File: src/rtl/pipe_ctrl_pkg.sv
// Shared definitions for the pipeline controller.
//   - opcode values of the 5-bit OpFn field
//   - ALU function codes
//   - ctrl_t     : datapath control bundle driven for the stage-1 instruction
//   - sb_entry_t : one in-flight destination record in the hazard scoreboard
package pipe_ctrl_pkg;

  localparam int PIPE_OP_W      = 5;
  localparam int PIPE_REG_AW    = 3;
  localparam int PIPE_HAZ_DEPTH = 3;
  localparam int PIPE_CNT_W     = 8;

  localparam logic [PIPE_OP_W-1:0] OP_ADD  = 5'b00000;
  localparam logic [PIPE_OP_W-1:0] OP_SUB  = 5'b00001;
  localparam logic [PIPE_OP_W-1:0] OP_AND  = 5'b00010;
  localparam logic [PIPE_OP_W-1:0] OP_OR   = 5'b00011;
  localparam logic [PIPE_OP_W-1:0] OP_SLT  = 5'b00100;
  localparam logic [PIPE_OP_W-1:0] OP_ADDI = 5'b01000;
  localparam logic [PIPE_OP_W-1:0] OP_LW   = 5'b01001;
  localparam logic [PIPE_OP_W-1:0] OP_SW   = 5'b01010;
  localparam logic [PIPE_OP_W-1:0] OP_BEQ  = 5'b01011;
  localparam logic [PIPE_OP_W-1:0] OP_J    = 5'b01100;
  localparam logic [PIPE_OP_W-1:0] OP_HALT = 5'b11111;

  localparam logic [2:0] ALU_ADD = 3'b000;
  localparam logic [2:0] ALU_SUB = 3'b001;
  localparam logic [2:0] ALU_AND = 3'b010;
  localparam logic [2:0] ALU_OR  = 3'b011;
  localparam logic [2:0] ALU_SLT = 3'b100;

  typedef struct packed {
    logic       nia;
    logic       reg_dst;
    logic       reg_write;
    logic       alu_src;
    logic [2:0] alu_fn;
    logic       mem_write;
    logic       mem_read;
    logic       mem_to_reg;
  } ctrl_t;

  localparam ctrl_t CTRL_NOP = '0;

  typedef struct packed {
    logic                   valid;   // entry will write a register
    logic [PIPE_REG_AW-1:0] dest;
    logic                   is_br;   // entry is a BEQ (resolves in stage 3)
  } sb_entry_t;

endpackage

File: src/rtl/pipe_ctrl_decode.sv
// Pure combinational OpFn decoder.
//   opfn_i    : opcode of the stage-1 instruction
//   ctrl_o    : datapath control bundle (all zero for NOP/illegal/HALT)
//   use_a_o   : instruction reads ra
//   use_b_o   : instruction reads rb
//   is_br_o   : instruction is BEQ
//   is_halt_o : instruction is HALT
//   illegal_o : opcode is not in the instruction set
module pipe_ctrl_decode
  import pipe_ctrl_pkg::*;
(
  input  logic [PIPE_OP_W-1:0] opfn_i,
  output ctrl_t                ctrl_o,
  output logic                 use_a_o,
  output logic                 use_b_o,
  output logic                 is_br_o,
  output logic                 is_halt_o,
  output logic                 illegal_o
);

  always_comb begin
    ctrl_o    = CTRL_NOP;
    use_a_o   = 1'b0;
    use_b_o   = 1'b0;
    is_br_o   = 1'b0;
    is_halt_o = 1'b0;
    illegal_o = 1'b0;
    case (opfn_i)
      OP_ADD, OP_SUB, OP_AND, OP_OR, OP_SLT: begin
        // R-type: the low three OpFn bits are the ALU function
        ctrl_o.alu_fn    = opfn_i[2:0];
        ctrl_o.reg_dst   = 1'b1;
        ctrl_o.reg_write = 1'b1;
        use_a_o          = 1'b1;
        use_b_o          = 1'b1;
      end
      OP_ADDI: begin
        ctrl_o.alu_src   = 1'b1;
        ctrl_o.reg_write = 1'b1;
        ctrl_o.alu_fn    = ALU_ADD;
        use_a_o          = 1'b1;
      end
      OP_LW: begin
        ctrl_o.alu_src    = 1'b1;
        ctrl_o.reg_write  = 1'b1;
        ctrl_o.alu_fn     = ALU_ADD;
        ctrl_o.mem_read   = 1'b1;
        ctrl_o.mem_to_reg = 1'b1;
        use_a_o           = 1'b1;
      end
      OP_SW: begin
        ctrl_o.alu_src   = 1'b1;
        ctrl_o.mem_write = 1'b1;
        use_a_o          = 1'b1;
        use_b_o          = 1'b1;
      end
      OP_BEQ: begin
        ctrl_o.alu_fn = ALU_SUB;
        use_a_o       = 1'b1;
        use_b_o       = 1'b1;
        is_br_o       = 1'b1;
      end
      OP_J: begin
        ctrl_o.nia = 1'b1;
      end
      OP_HALT: begin
        is_halt_o = 1'b1;
      end
      default: begin
        illegal_o = 1'b1;
      end
    endcase
  end

endmodule

File: src/rtl/pipe_hazard_ctrl.sv
// Central controller of the 5-stage pipeline (no forwarding).
//   clk, rst        : clock, asynchronous active-low reset
//   opfn, ra, rb, rd: stage-1 instruction fields
//   alubeq          : ALU equality flag of the stage-3 instruction
//   nia..mem_to_reg : datapath controls for the stage-1 instruction
//   pc_en, bubble   : PC/IR advance, load zero controls into the stage-1 latch
//   br_taken        : PC source is the branch target
//   halted, illegal : sticky status flags
//   stall_cnt       : saturating count of RAW stall cycles
module pipe_hazard_ctrl
  import pipe_ctrl_pkg::*;
#(
  parameter int OP_W      = PIPE_OP_W,
  parameter int REG_AW    = PIPE_REG_AW,
  parameter int HAZ_DEPTH = PIPE_HAZ_DEPTH,
  parameter int CNT_W     = PIPE_CNT_W
) (
  input  logic              clk,
  input  logic              rst,
  input  logic [OP_W-1:0]   opfn,
  input  logic [REG_AW-1:0] ra,
  input  logic [REG_AW-1:0] rb,
  input  logic [REG_AW-1:0] rd,
  input  logic              alubeq,
  output logic              nia,
  output logic              reg_dst,
  output logic              reg_write,
  output logic              alu_src,
  output logic [2:0]        alu_fn,
  output logic              mem_write,
  output logic              mem_read,
  output logic              mem_to_reg,
  output logic              pc_en,
  output logic              bubble,
  output logic              br_taken,
  output logic              halted,
  output logic              illegal,
  output logic [CNT_W-1:0]  stall_cnt
);

  ctrl_t dec_ctrl;
  logic  dec_use_a;
  logic  dec_use_b;
  logic  dec_is_br;
  logic  dec_is_halt;
  logic  dec_illegal;

  pipe_ctrl_decode u_decode (
    .opfn_i    (opfn),
    .ctrl_o    (dec_ctrl),
    .use_a_o   (dec_use_a),
    .use_b_o   (dec_use_b),
    .is_br_o   (dec_is_br),
    .is_halt_o (dec_is_halt),
    .illegal_o (dec_illegal)
  );

  // Scoreboard: entry 0 = stage 2, entry 1 = stage 3, entry 2 = stage 4.
  sb_entry_t sb_q [HAZ_DEPTH];
  sb_entry_t sb_d [HAZ_DEPTH];

  logic             halted_q, halted_d;
  logic             illegal_q, illegal_d;
  logic [CNT_W-1:0] stall_cnt_q, stall_cnt_d;

  // RAW detection: every in-flight destination against both sources.
  logic [HAZ_DEPTH-1:0] hit_a;
  logic [HAZ_DEPTH-1:0] hit_b;

  for (genvar gi = 0; gi < HAZ_DEPTH; gi++) begin : g_cmp
    assign hit_a[gi] = sb_q[gi].valid && (sb_q[gi].dest == ra);
    assign hit_b[gi] = sb_q[gi].valid && (sb_q[gi].dest == rb);
  end

  logic raw_hazard;
  logic flush;

  assign raw_hazard = (dec_use_a && (|hit_a)) || (dec_use_b && (|hit_b));
  // The BEQ resolves in stage 3, i.e. scoreboard entry 1.
  assign flush      = sb_q[1].is_br && alubeq;

  ctrl_t ctrl_out;
  logic  issue;
  logic  count_stall;
  logic  set_halt;
  logic  set_illegal;

  // Action select, highest priority first.
  always_comb begin
    ctrl_out    = CTRL_NOP;
    issue       = 1'b0;
    count_stall = 1'b0;
    set_halt    = 1'b0;
    set_illegal = 1'b0;
    pc_en       = 1'b0;
    bubble      = 1'b1;
    br_taken    = 1'b0;
    if (!rst) begin
      // held in reset: everything stays at its safe default
    end else if (flush) begin
      br_taken = 1'b1;
      pc_en    = 1'b1;
    end else if (halted_q) begin
      // frozen: bubbles only, the scoreboard drains
    end else if (dec_is_halt) begin
      set_halt = 1'b1;
    end else if (raw_hazard) begin
      count_stall = 1'b1;
    end else begin
      issue       = 1'b1;
      pc_en       = 1'b1;
      bubble      = 1'b0;
      ctrl_out    = dec_ctrl;
      set_illegal = dec_illegal;
    end
  end

  always_comb begin
    sb_d[0] = '0;
    if (issue) begin
      sb_d[0].valid = dec_ctrl.reg_write;
      sb_d[0].dest  = dec_ctrl.reg_dst ? rd : rb;
      sb_d[0].is_br = dec_is_br;
    end
    for (int k = 1; k < HAZ_DEPTH; k++) begin
      sb_d[k] = sb_q[k-1];
    end
    // A taken branch squashes the instruction that was in stage 2.
    if (flush) begin
      sb_d[1] = '0;
    end
  end

  always_comb begin
    halted_d    = halted_q | set_halt;
    illegal_d   = illegal_q | set_illegal;
    stall_cnt_d = stall_cnt_q;
    if (count_stall && (stall_cnt_q != {CNT_W{1'b1}})) begin
      stall_cnt_d = stall_cnt_q + CNT_W'(1);
    end
  end

  always_ff @(posedge clk or negedge rst) begin
    if (!rst) begin
      for (int k = 0; k < HAZ_DEPTH; k++) begin
        sb_q[k] <= '0;
      end
      halted_q    <= 1'b0;
      illegal_q   <= 1'b0;
      stall_cnt_q <= '0;
    end else begin
      for (int k = 0; k < HAZ_DEPTH; k++) begin
        sb_q[k] <= sb_d[k];
      end
      halted_q    <= halted_d;
      illegal_q   <= illegal_d;
      stall_cnt_q <= stall_cnt_d;
    end
  end

  assign nia        = ctrl_out.nia;
  assign reg_dst    = ctrl_out.reg_dst;
  assign reg_write  = ctrl_out.reg_write;
  assign alu_src    = ctrl_out.alu_src;
  assign alu_fn     = ctrl_out.alu_fn;
  assign mem_write  = ctrl_out.mem_write;
  assign mem_read   = ctrl_out.mem_read;
  assign mem_to_reg = ctrl_out.mem_to_reg;
  assign halted     = halted_q;
  assign illegal    = illegal_q;
  assign stall_cnt  = stall_cnt_q;

endmodule

File: config.mk
export PLATFORM = sky130hd
export DESIGN_NAME = pipe_hazard_ctrl
export DESIGN_NICKNAME = d
export VERILOG_FILES = /design/src/rtl/pipe_ctrl_pkg.sv /design/src/rtl/pipe_ctrl_decode.sv /design/src/rtl/pipe_hazard_ctrl.sv
export SDC_FILE = /design/constraint.sdc
export NUM_CORES = 1
export LEC_CHECK = 0
export CAP_MARGIN = 20
export CORE_ASPECT_RATIO = 0.75
export CORE_MARGIN = 4
export CORE_UTILIZATION = 25
export CTS_CLUSTER_SIZE = 12
export DETAILED_ROUTE_END_ITERATION = 8
export PLACE_DENSITY_LB_ADDON = 0.05
export SYNTH_ARGS = -nofsm -noshare
export SYNTH_HDL_FRONTEND = slang
export SYNTH_HIERARCHICAL = 1
export SYNTH_SLANG_ARGS = --single-unit
File: constraint.sdc
create_clock -name clk -period 6.21 [get_ports clk]
set_input_delay 1.5525 -clock clk [delete_from_list [all_inputs] [get_ports clk]]
set_output_delay 1.5525 -clock clk [all_outputs]
set_load 0.005 [all_outputs]
==> summary.txt <==
Status
  – Status: completed

Finish
  – Share of post-route cells with drive strength above 1: 6.08%
  – Antenna Cells: 0
  – Multi-input gate area in the final layout: 762 µm²
  – Area of all sequential standard cells: 601 µm²
  – Utilization of the core after routing: 36.1%
  – Layout overhead on the synthesized area: 38.7%
  – # nets final: 200
  – Filler cell count: 568

Critical path
  – Arrival time of data at the critical path endpoint: 3.95 ns
  – Setup crit end kind: output port
  – Crit start category: input port
  – Critical Path RT: 4.66 ns
  – Critical R2R Launch: sb_d[2]
  – Count of cells along the worst register-to-register path: 6
  – Setup slack, reg-to-reg: 4.19 ns
  – RR Endpoint: stall_cnt[6]
  – Worst setup path start: opfn[3]
  – Critical Setup Path Class: in -> out
  – Timing endpoint of the critical path: alu_src
  – Maximum fanout encountered on the critical timing path: 17

Routing
  – TritonRoute pass-1 iters: 4
  – Detailed-route wire length: 3.55 mm
  – Via density: 4.50
  – Average wire length per cell after detail routing: 13.9 µm
  – Antenna Nets Post-Route: 0
  – # DRC: 0
  – Vias after detailed routing: 1151
  – Iteration-0 DRC Markers: 45

Run
  – Max-capacitance violation count: 0

Timing
  – Crit path setup slack, layout: 0.707 ns
  – Time the worst path needs with I/O delays and setup: 5.50 ns
  – Setup-violating endpoint count in the final report: 0
  – Achievable Freq: 0.182 GHz
  – Setup repair after global routing missed its margin: no
  – Portion of the clock cycle consumed by the worst path in the final layout: 88.6%
  – Slew at the pin closest to its max-slew limit: 0.470 ns
  – Worst rel slew slack: 68.5%
  – Worst clock skew: 0.00467 ns
  – Final count of pins violating max slew: 0
  – Tightest hold margin: 0.416 ns
  – TNS Setup: 0 ns
  – Final Hold Violating Endpoints: 0

CTS
  – Clock transition at the register clock pins on the worst setup and hold paths after CTS: 0.09 ns
  – Hold buffer count at cts: 0
  – Quantity of gates resized following cts: 0
  – Count of H-tree levels built during CTS: 1
  – Maximum count of clock buffers along a single path: 2
  – Post-CTS setup buffers: 0
  – CTS Buf Count: 3
  – Clock latency on the worst-skew pair: 0.27 ns
  – Master cell of the clock root buffer: sky130_fd_sc_hd__clkbuf_8
  – Clock tree from TritonCTS: done
  – Sinks on Clock Net: 24

Power and ir drop
  – Pwr dens: 209 nW/µm²
  – Share of total power consumed by net switching: 24.9%
  – Sequential Power Share: 44.9%
  – Peak VDD IR: 97.7 µV
  – Portion of total power attributed to combinational logic: 20.8%
  – Power share of the clock group: 34.3%
  – Int Power: 305 µW
  – Leakage Power: 0.000771 µW
  – Net load switching power: 101 µW

Hold path
  – Worst min-delay path class: reg -> reg
  – Worst Min Path Start: sb_d[4]
  – Number of cells on the worst hold path: 0

Floorplanning
  – Initial standard-cell utilization of the core: 26.0%
  – Number of placement rows: 23
  – Floorplan die area: 6870 µm²
  – Core ar.: 5380 µm²
  – Die extent in y: 72.8 µm
  – Die span in x: 94.4 µm
  – Number of top-level design ports: 40

Place
  – IO Port Bufs: 39
  – Final GP Congestion: 0.834
  – HPWL after detailed placement: 2.82 mm
  – Worst setup slack after placement: 0.658 ns

Logic synthesis
  – Average footprint of a synthesized cell: 9.99 µm²
  – Share of synthesized area occupied by flip-flops and latches: 42.9%
  – Warnings, synthesis: 6
  – Cell Area, Synth: 1400 µm²
  – Net count of the mapped netlist: 158
  – Post-synth cell types: 36
  – Post-synthesis cell count: 140
  – Flip-flop and latch count after synthesis: 24

Global routing
  – GRT overflow: 0
  – Wire length of the first global-routing pass: 6.03 mm
  – Total global-route track usage: 11.2%
  – Largest net degree at the start of global routing: 27
  – Vias in the first global route: 1178
  – Initial antenna violation count: 0
-- worst max-delay path, cell delays in order --
cell	delay, ns
sky130_fd_sc_hd__clkdlybuf4s50_1	0.54
sky130_fd_sc_hd__or3_4	0.45
sky130_fd_sc_hd__a21oi_1	0.27
sky130_fd_sc_hd__a22oi_2	0.12
sky130_fd_sc_hd__and2b_1	0.33
sky130_fd_sc_hd__and2_1	0.23
sky130_fd_sc_hd__clkdlybuf4s50_1	0.45
-- worst min-delay path by stage --
stage | to
floorplan | sb_q[4]
global placement | sb_q[4]
detailed placement | sb_q[4]
CTS | sb_q[4]
global route | sb_q[4]
finish | sb_q[4]
-- metal layers --
layer	share of wire, %	routed length, µm	track usage (%)	vias to the layer above
met2	44	1550	17.1	23
met1	51	1830	16.4	558
met4	0.37	13	1.44	0
met5	0	0	0	-
met3	4.5	161	2.99	2
li1	-	-	-	568
-- state kept, by name, summed over array words and instances, names as in the netlist --
| signal | flops |
|---|---|
| halted | 1 |
| sb_d | 5 |
| illegal | 1 |
| sb_q | 9 |
| stall_cnt | 8 |
-- cells in the mapped netlist --
cell	n	area (µm²)
sky130_fd_sc_hd__a2111oi_0	1	8.76
sky130_fd_sc_hd__a21o_1	3	22.5
sky130_fd_sc_hd__a21oi_1	2	10.0
sky130_fd_sc_hd__a22oi_2	1	12.5
sky130_fd_sc_hd__a311oi_1	2	17.5
sky130_fd_sc_hd__a31o_2	1	8.76
sky130_fd_sc_hd__and2_1	17	106
sky130_fd_sc_hd__and2b_1	1	7.51
sky130_fd_sc_hd__and3_1	1	6.26
sky130_fd_sc_hd__buf_2	2	10.0
sky130_fd_sc_hd__buf_4	1	7.51
sky130_fd_sc_hd__buf_6	1	11.3
sky130_fd_sc_hd__dfrtp_1	24	601
sky130_fd_sc_hd__ha_1	1	12.5
sky130_fd_sc_hd__inv_1	2	7.51
sky130_fd_sc_hd__mux2_1	1	11.3
sky130_fd_sc_hd__mux2_2	1	11.3
sky130_fd_sc_hd__mux2i_1	3	30.0
sky130_fd_sc_hd__nand2_1	5	18.8
sky130_fd_sc_hd__nand2b_1	3	18.8
sky130_fd_sc_hd__nand3_1	9	45.0
sky130_fd_sc_hd__nand4_1	7	43.8
sky130_fd_sc_hd__nor2_1	9	33.8
sky130_fd_sc_hd__nor2b_1	4	25.0
sky130_fd_sc_hd__nor3_1	5	25.0
sky130_fd_sc_hd__nor3b_2	1	12.5
sky130_fd_sc_hd__nor4_1	1	6.26
sky130_fd_sc_hd__nor4b_1	1	8.76
sky130_fd_sc_hd__o21a_1	1	7.51
sky130_fd_sc_hd__o21ai_0	1	5.00
sky130_fd_sc_hd__o22a_1	1	8.76
sky130_fd_sc_hd__or3_4	1	11.3
sky130_fd_sc_hd__or3b_1	1	8.76
sky130_fd_sc_hd__or4_1	1	7.51
sky130_fd_sc_hd__xnor2_1	20	175
sky130_fd_sc_hd__xor2_1	4	35.0
-- layout make-up --
type                            count  area share [%]
Clock inverter                      1            1.55
Timing Repair Buffer               41            20.9
Sequential cell                    24            30.9
Tap cell                           75            4.84
Clock buffer                        3            2.13
Multi-Input combinational cell    110            39.3
Inverter                            2           0.387
-- cells by family (layout without fill, tap and decap cells) --
logic type | count (synthesis) | after routing | share of synthesized area [%]
xor gates and xnor gates | 24 | 24 | 15.0
adders and majority gates | 1 | 1 | 0.894
and+or+nand+nor | 67 | 67 | 27.5
DFF | 24 | 24 | 42.9
AOI/OAI and AO/OA | 13 | 13 | 7.25
muxes | 5 | 5 | 3.76
buffers and inverters | 6 | 47 | 2.59
-- through the flow --
step                instances  cell area (µm²)  power (µW)
CTS                       256             1940         413
detailed placement        252             1870         272
finish                    256             1940         406
global placement          252             1870         271
global route              256             1940         428
floorplan                 140             1400         225
-- power by group through the flow --
| stage | Sequential [µW] | Combinational [µW] | Clock, µW |
|---|---|---|---|
| after floorplan | 183 | 42.0 | 0 |
| after global placement | 185 | 86.3 | 0 |
| after detailed placement | 185 | 86.1 | 0 |
| after CTS | 182 | 86.8 | 144 |
| after global routing | 185 | 94.2 | 149 |
| final | 182 | 84.5 | 139 |
-- cells in the final DEF, fill, tap and decap left out, types with 2 or more instances in the layout --
master | Yosys | routed
sky130_fd_sc_hd__a21o_1 | 3 | 3
sky130_fd_sc_hd__a21oi_1 | 2 | 2
sky130_fd_sc_hd__a311oi_1 | 2 | 2
sky130_fd_sc_hd__and2_1 | 17 | 17
sky130_fd_sc_hd__buf_4 | 1 | 2
sky130_fd_sc_hd__clkbuf_8 | 0 | 3
sky130_fd_sc_hd__clkdlybuf4s50_1 | 0 | 39
sky130_fd_sc_hd__dfrtp_1 | 24 | 24
sky130_fd_sc_hd__inv_1 | 2 | 2
sky130_fd_sc_hd__mux2i_1 | 3 | 3
sky130_fd_sc_hd__nand2_1 | 5 | 5
sky130_fd_sc_hd__nand2b_1 | 3 | 3
sky130_fd_sc_hd__nand3_1 | 9 | 9
sky130_fd_sc_hd__nand4_1 | 7 | 7
sky130_fd_sc_hd__nor2_1 | 9 | 9
sky130_fd_sc_hd__nor2b_1 | 4 | 4
sky130_fd_sc_hd__nor3_1 | 5 | 5
sky130_fd_sc_hd__xnor2_1 | 20 | 20
sky130_fd_sc_hd__xor2_1 | 4 | 4
No activity file was read; power rests on OpenSTA's default activity.
==> variant 1 (same settings) <==
Set the package constant `PIPE_REG_AW` to 4 (it was 3).
--- a/src/rtl/pipe_ctrl_pkg.sv
+++ b/src/rtl/pipe_ctrl_pkg.sv
@@ -6,7 +6,7 @@
 package pipe_ctrl_pkg;
 
   localparam int PIPE_OP_W      = 5;
-  localparam int PIPE_REG_AW    = 3;
+  localparam int PIPE_REG_AW    = 4;
   localparam int PIPE_HAZ_DEPTH = 3;
   localparam int PIPE_CNT_W     = 8;
 
Interface: changed (resized ra, rb and rd); port bits go from 40 to 43. No check against the original RTL was run, so the function may have changed too.
==> variant 1 against the unedited design <==
Core utilization shrank 0.17 points; sequential share of layout area grew 0.56 points; combinational power grew 5.1%; cell area grew 11%; power shrank 4.5%; synthesized area grew 13%; worst setup slack lost 470 ps; first-iteration DRC count grew 53%; clock power shrank 28%; sequential cell count grew 3; wire length grew 20%.
==> variant 1: results (changes against the unedited design) <==
Switching Fraction: 0.2812 (+0.03211)
Setup WS post-layout: 236.1 ps (-470.6 ps)
Via density: 4.663 (+3.7%)
Largest net degree at the start of global routing: 21 (-22%)
Pre-CTS WS: 114.7 ps (-543.2 ps)
Register area share after synthesis: 0.4282 (-0.001107)
Synth Net Count: 181 (+15%)
Vias: 1,315 (+14%)
Post-synth cell types: 41 (+14%)
Routed WL per cell: 15.15 µm (+9.1%)
Placed wire-length estimate: 3340 µm (+18%)
Leak Pwr: 0.0009639 µW (+25%)
Grt met1 use: 0.1650 (+0.001317)
Number of flip-flops in the largest register: 11 (+2)
Clock skew: 4.774 ps (+0.1067 ps)
CP top delay family: buffers and inverters
Clk power: 99.8 µW (-28%)
Clock power frac: 0.258 (-0.085)
R2R depth: 7 (+1)
Worst r2r dst: stall_cnt[1]
Detailed Route Iter0 Violations: 69 (+53%)
Post-Synthesis Cells: 160 (+14%)
Share of post-route cells with drive strength above 1: 0.08824 (+0.02746)
Routability congestion estimate: 0.9256 (+11%)
WHS Endpoint: sb_q[5]
Worst r2r src: sb_q[3]
Final nets: 226 (+13%)
M3 GR Usage: 0.03445 (+0.004555)
Critical path data arrival time: 4420 ps (+470 ps)
Post-DP Area: 0.002090 mm² (+12%)
Critical path endpoint: bubble
IO Port Bufs: 42 (+7.7%)
Max_slew headroom: 0.6110 (-0.07424)
Met2 usage: 0.1744 (+0.003050)
Total GRT Usage: 0.1150 (+0.002853)
Logic pwr share: 0.229 (+0.021)
FILL cells: 618 (+8.8%)
VDD IR max: 0.00006572 V (-33%)
Status: complete, no violations
HP Start: sb_d[5]
Most frequent cells after synthesis: 27 x dfrtp_1, 18 x xor2_1, 16 x and3_1, 12 x nor2_1, 9 x xnor2_1
## variant 1: cell count changes after synthesis, moves of 3 or more
cell,before,now
and3_1,1,16
and2_1,17,3
xor2_1,4,18
xnor2_1,20,9
nand4_1,7,2
nor4_1,1,6
a21oi_1,2,5
dfrtp_1,24,27
inv_1,2,5
nor2_1,9,12
nor2b_1,4,1
## variant 1: repair_timing
item,in CTS,in global routing
setup buffers,0,0
gates resized for setup,0,1
endpoints found under the setup margin,0,11
## variant 1: logic make-up (layout without fill, tap and decap cells)
| group | Yosys count | after routing | synth area share |
|---|---|---|---|
| buffers and inverters | 13 | 57 | 0.04440 |
| adders and majority gates | 1 | 1 | 0.007929 |
| AOI/OAI and AO/OA | 18 | 18 | 0.08327 |
| muxes | 6 | 6 | 0.04203 |
| xor gates and xnor gates | 27 | 27 | 0.1499 |
| and+or+nand+nor | 68 | 68 | 0.2443 |
| DFF | 27 | 27 | 0.4282 |
## variant 1: worst register-to-register path, cell delays in order (launching register included)
cell and delay (ps):
dfrtp_1 420, xor2_1 170, nor3_1 80, nand4_1 80, o21ai_1 100, nor4_4 560, nor2_1 190, mux2_4 330
## variant 1: final cells by class
| type | count | area [µm²] | area share |
|---|---|---|---|
| multi-input combinational | 120 | 840.8 | 0.3921 |
| sequential | 27 | 675.6 | 0.3151 |
| timing repair buffer | 48 | 465.4 | 0.2170 |
| tap | 78 | 97.59 | 0.04551 |
| clock buffer | 3 | 41.29 | 0.01925 |
| inverter | 5 | 18.77 | 0.008751 |
| clock inverter | 1 | 5.005 | 0.002334 |
## variant 1: per-layer routing
layer | wire length, µm | up-vias
met5 | 0 | -
met4 | 16 | 0
met3 | 316 | 2
met2 | 1906 | 42
met1 | 2033 | 619
li1 | - | 652
==> variant 2 (same flow settings) <==
Made on the original files. Make the reset (`rst`) synchronous in one clocked block. Comments in the files are not updated.
--- a/src/rtl/pipe_hazard_ctrl.sv
+++ b/src/rtl/pipe_hazard_ctrl.sv
@@ -140,7 +140,7 @@
     end
   end
 
-  always_ff @(posedge clk or negedge rst) begin
+  always_ff @(posedge clk) begin
     if (!rst) begin
       for (int k = 0; k < HAZ_DEPTH; k++) begin
         sb_q[k] <= '0;
Function: differs if rst is asserted again (counterexample within 4 cycles, from zero or initial values and one cycle with rst low); with rst held inactive, the same outputs for 10 cycles.
==> variant 2 against the unedited design <==
Sequential cell count unchanged; power fell by 11%; sequential power down 10%; largest cell class unchanged; cell area is 3.8% higher; synthesized area rose by 5.7%; critical path type unchanged; worst setup slack better by 56 ps; wire length up 5.3%; clock skew about the same.
==> variant 2: results (changes against the unedited design) <==
Fmax: 0.1836 GHz (+1.0%)
Register area share after synthesis: 0.3249 (-0.1045)
Routability congestion estimate: 0.7689 (-7.8%)
Vias in the first global route: 1,255 (+6.5%)
Pre-antenna DRT Iters: 6 (+2)
Total GRT Usage: 0.1076 (-0.004607)
Non-filler instance count after layout: 278 (+8.6%)
Mux share of post-synthesis cell area: 0.06091 (+0.02335)
Leak Pwr: 0.0007135 µW (-7.5%)
Clock skew: 4.580 ps (-0.08654 ps)
Buf+Inv Stages, Crit Path: 4 (+2)
Number of flip-flops in the largest register: 14 (+5)
CP top delay family: buffers and inverters
Reg-to-reg slack, setup: 4360 ps (+170 ps)
Routed WL per cell: 13.46 µm (-3.0%)
Placed wire-length estimate: 3095 µm (+9.8%)
Synth Area in Compound Gates: 0.1650 (+0.09252)
First-pass GRT wire length: 6417 µm (+6.4%)
Max_slew headroom: 0.5736 (-0.1116)
XOR/XNOR share of the synthesized area: 0.1066 (-0.04367)
Detailed Route Iter0 Violations: 37 (-18%)
Critical path data arrival time: 3890 ps (-60 ps)
Worst r2r src: stall_cnt[0]
Status: complete, no violations
Cell Count Post-Placement: 274 (+8.7%)
Adder-Cell Fraction of Synth Area: 0.008460 (-0.0004843)
Via density: 4.565 (+1.5%)
Critical path endpoint: reg_dst
Worst r2r dst: stall_cnt[4]
==> variant 2: cell types whose count changed after synthesis, sizes merged, moves of 4 or more <==
cell / change
a21oi: +5
a31oi: +4
and2: +4
dfrtp: -24
dfxtp: +24
mux2i: +6
nand2: +4
o2111ai: +5
or2b: +5
xor2: -4
==> variant 2: report_power, final <==
part           total (µW)  internal, µW  switching, µW
clock network         140          86.2           53.6
logic                59.3          32.4           26.9
registers             163           159           4.38
==> variant 2: worst min path at each step <==
stage / start / endpoint / depth (start not counted)
after floorplan: sb_q[0][0] / sb_q[0][5] / 1
after global placement: sb_q[0][0] / sb_q[0][5] / 1
after detailed placement: sb_q[0][0] / sb_q[0][5] / 1
after CTS: sb_q[0][0] / sb_q[0][5] / 1
after global routing: sb_q[0][0] / sb_q[0][5] / 1
final: sb_q[0][0] / sb_q[0][5] / 1
==> variant 2: area by class of cell <==
| class | instances | area, µm² |
|---|---|---|
| clock buffers | 3 | 41.29 |
| clock inverters | 1 | 30.03 |
| fillers | 589 | 3511 |
| inverters | 5 | 18.77 |
| multi-input cells | 129 | 944.7 |
| flip-flops and latches | 24 | 480.5 |
| well taps | 75 | 93.84 |
| repair buffers | 41 | 405.4 |
==> variant 2: logic make-up after synthesis <==
group / after synthesis
flops: 24
buf+inv: 10
mux: 9
compound gates: 28
simple gates: 73
xor+xnor: 18
fa+ha+maj: 1
==> variant 2: metal layers <==
metal | routed length (µm) | up-vias | GRT usage
met5 | 0 | - | 0
met4 | 13 | 0 | 0.009346
met3 | 154 | 2 | 0.03333
met2 | 1527 | 24 | 0.1621
met1 | 2048 | 581 | 0.1574
li1 | - | 662 | -
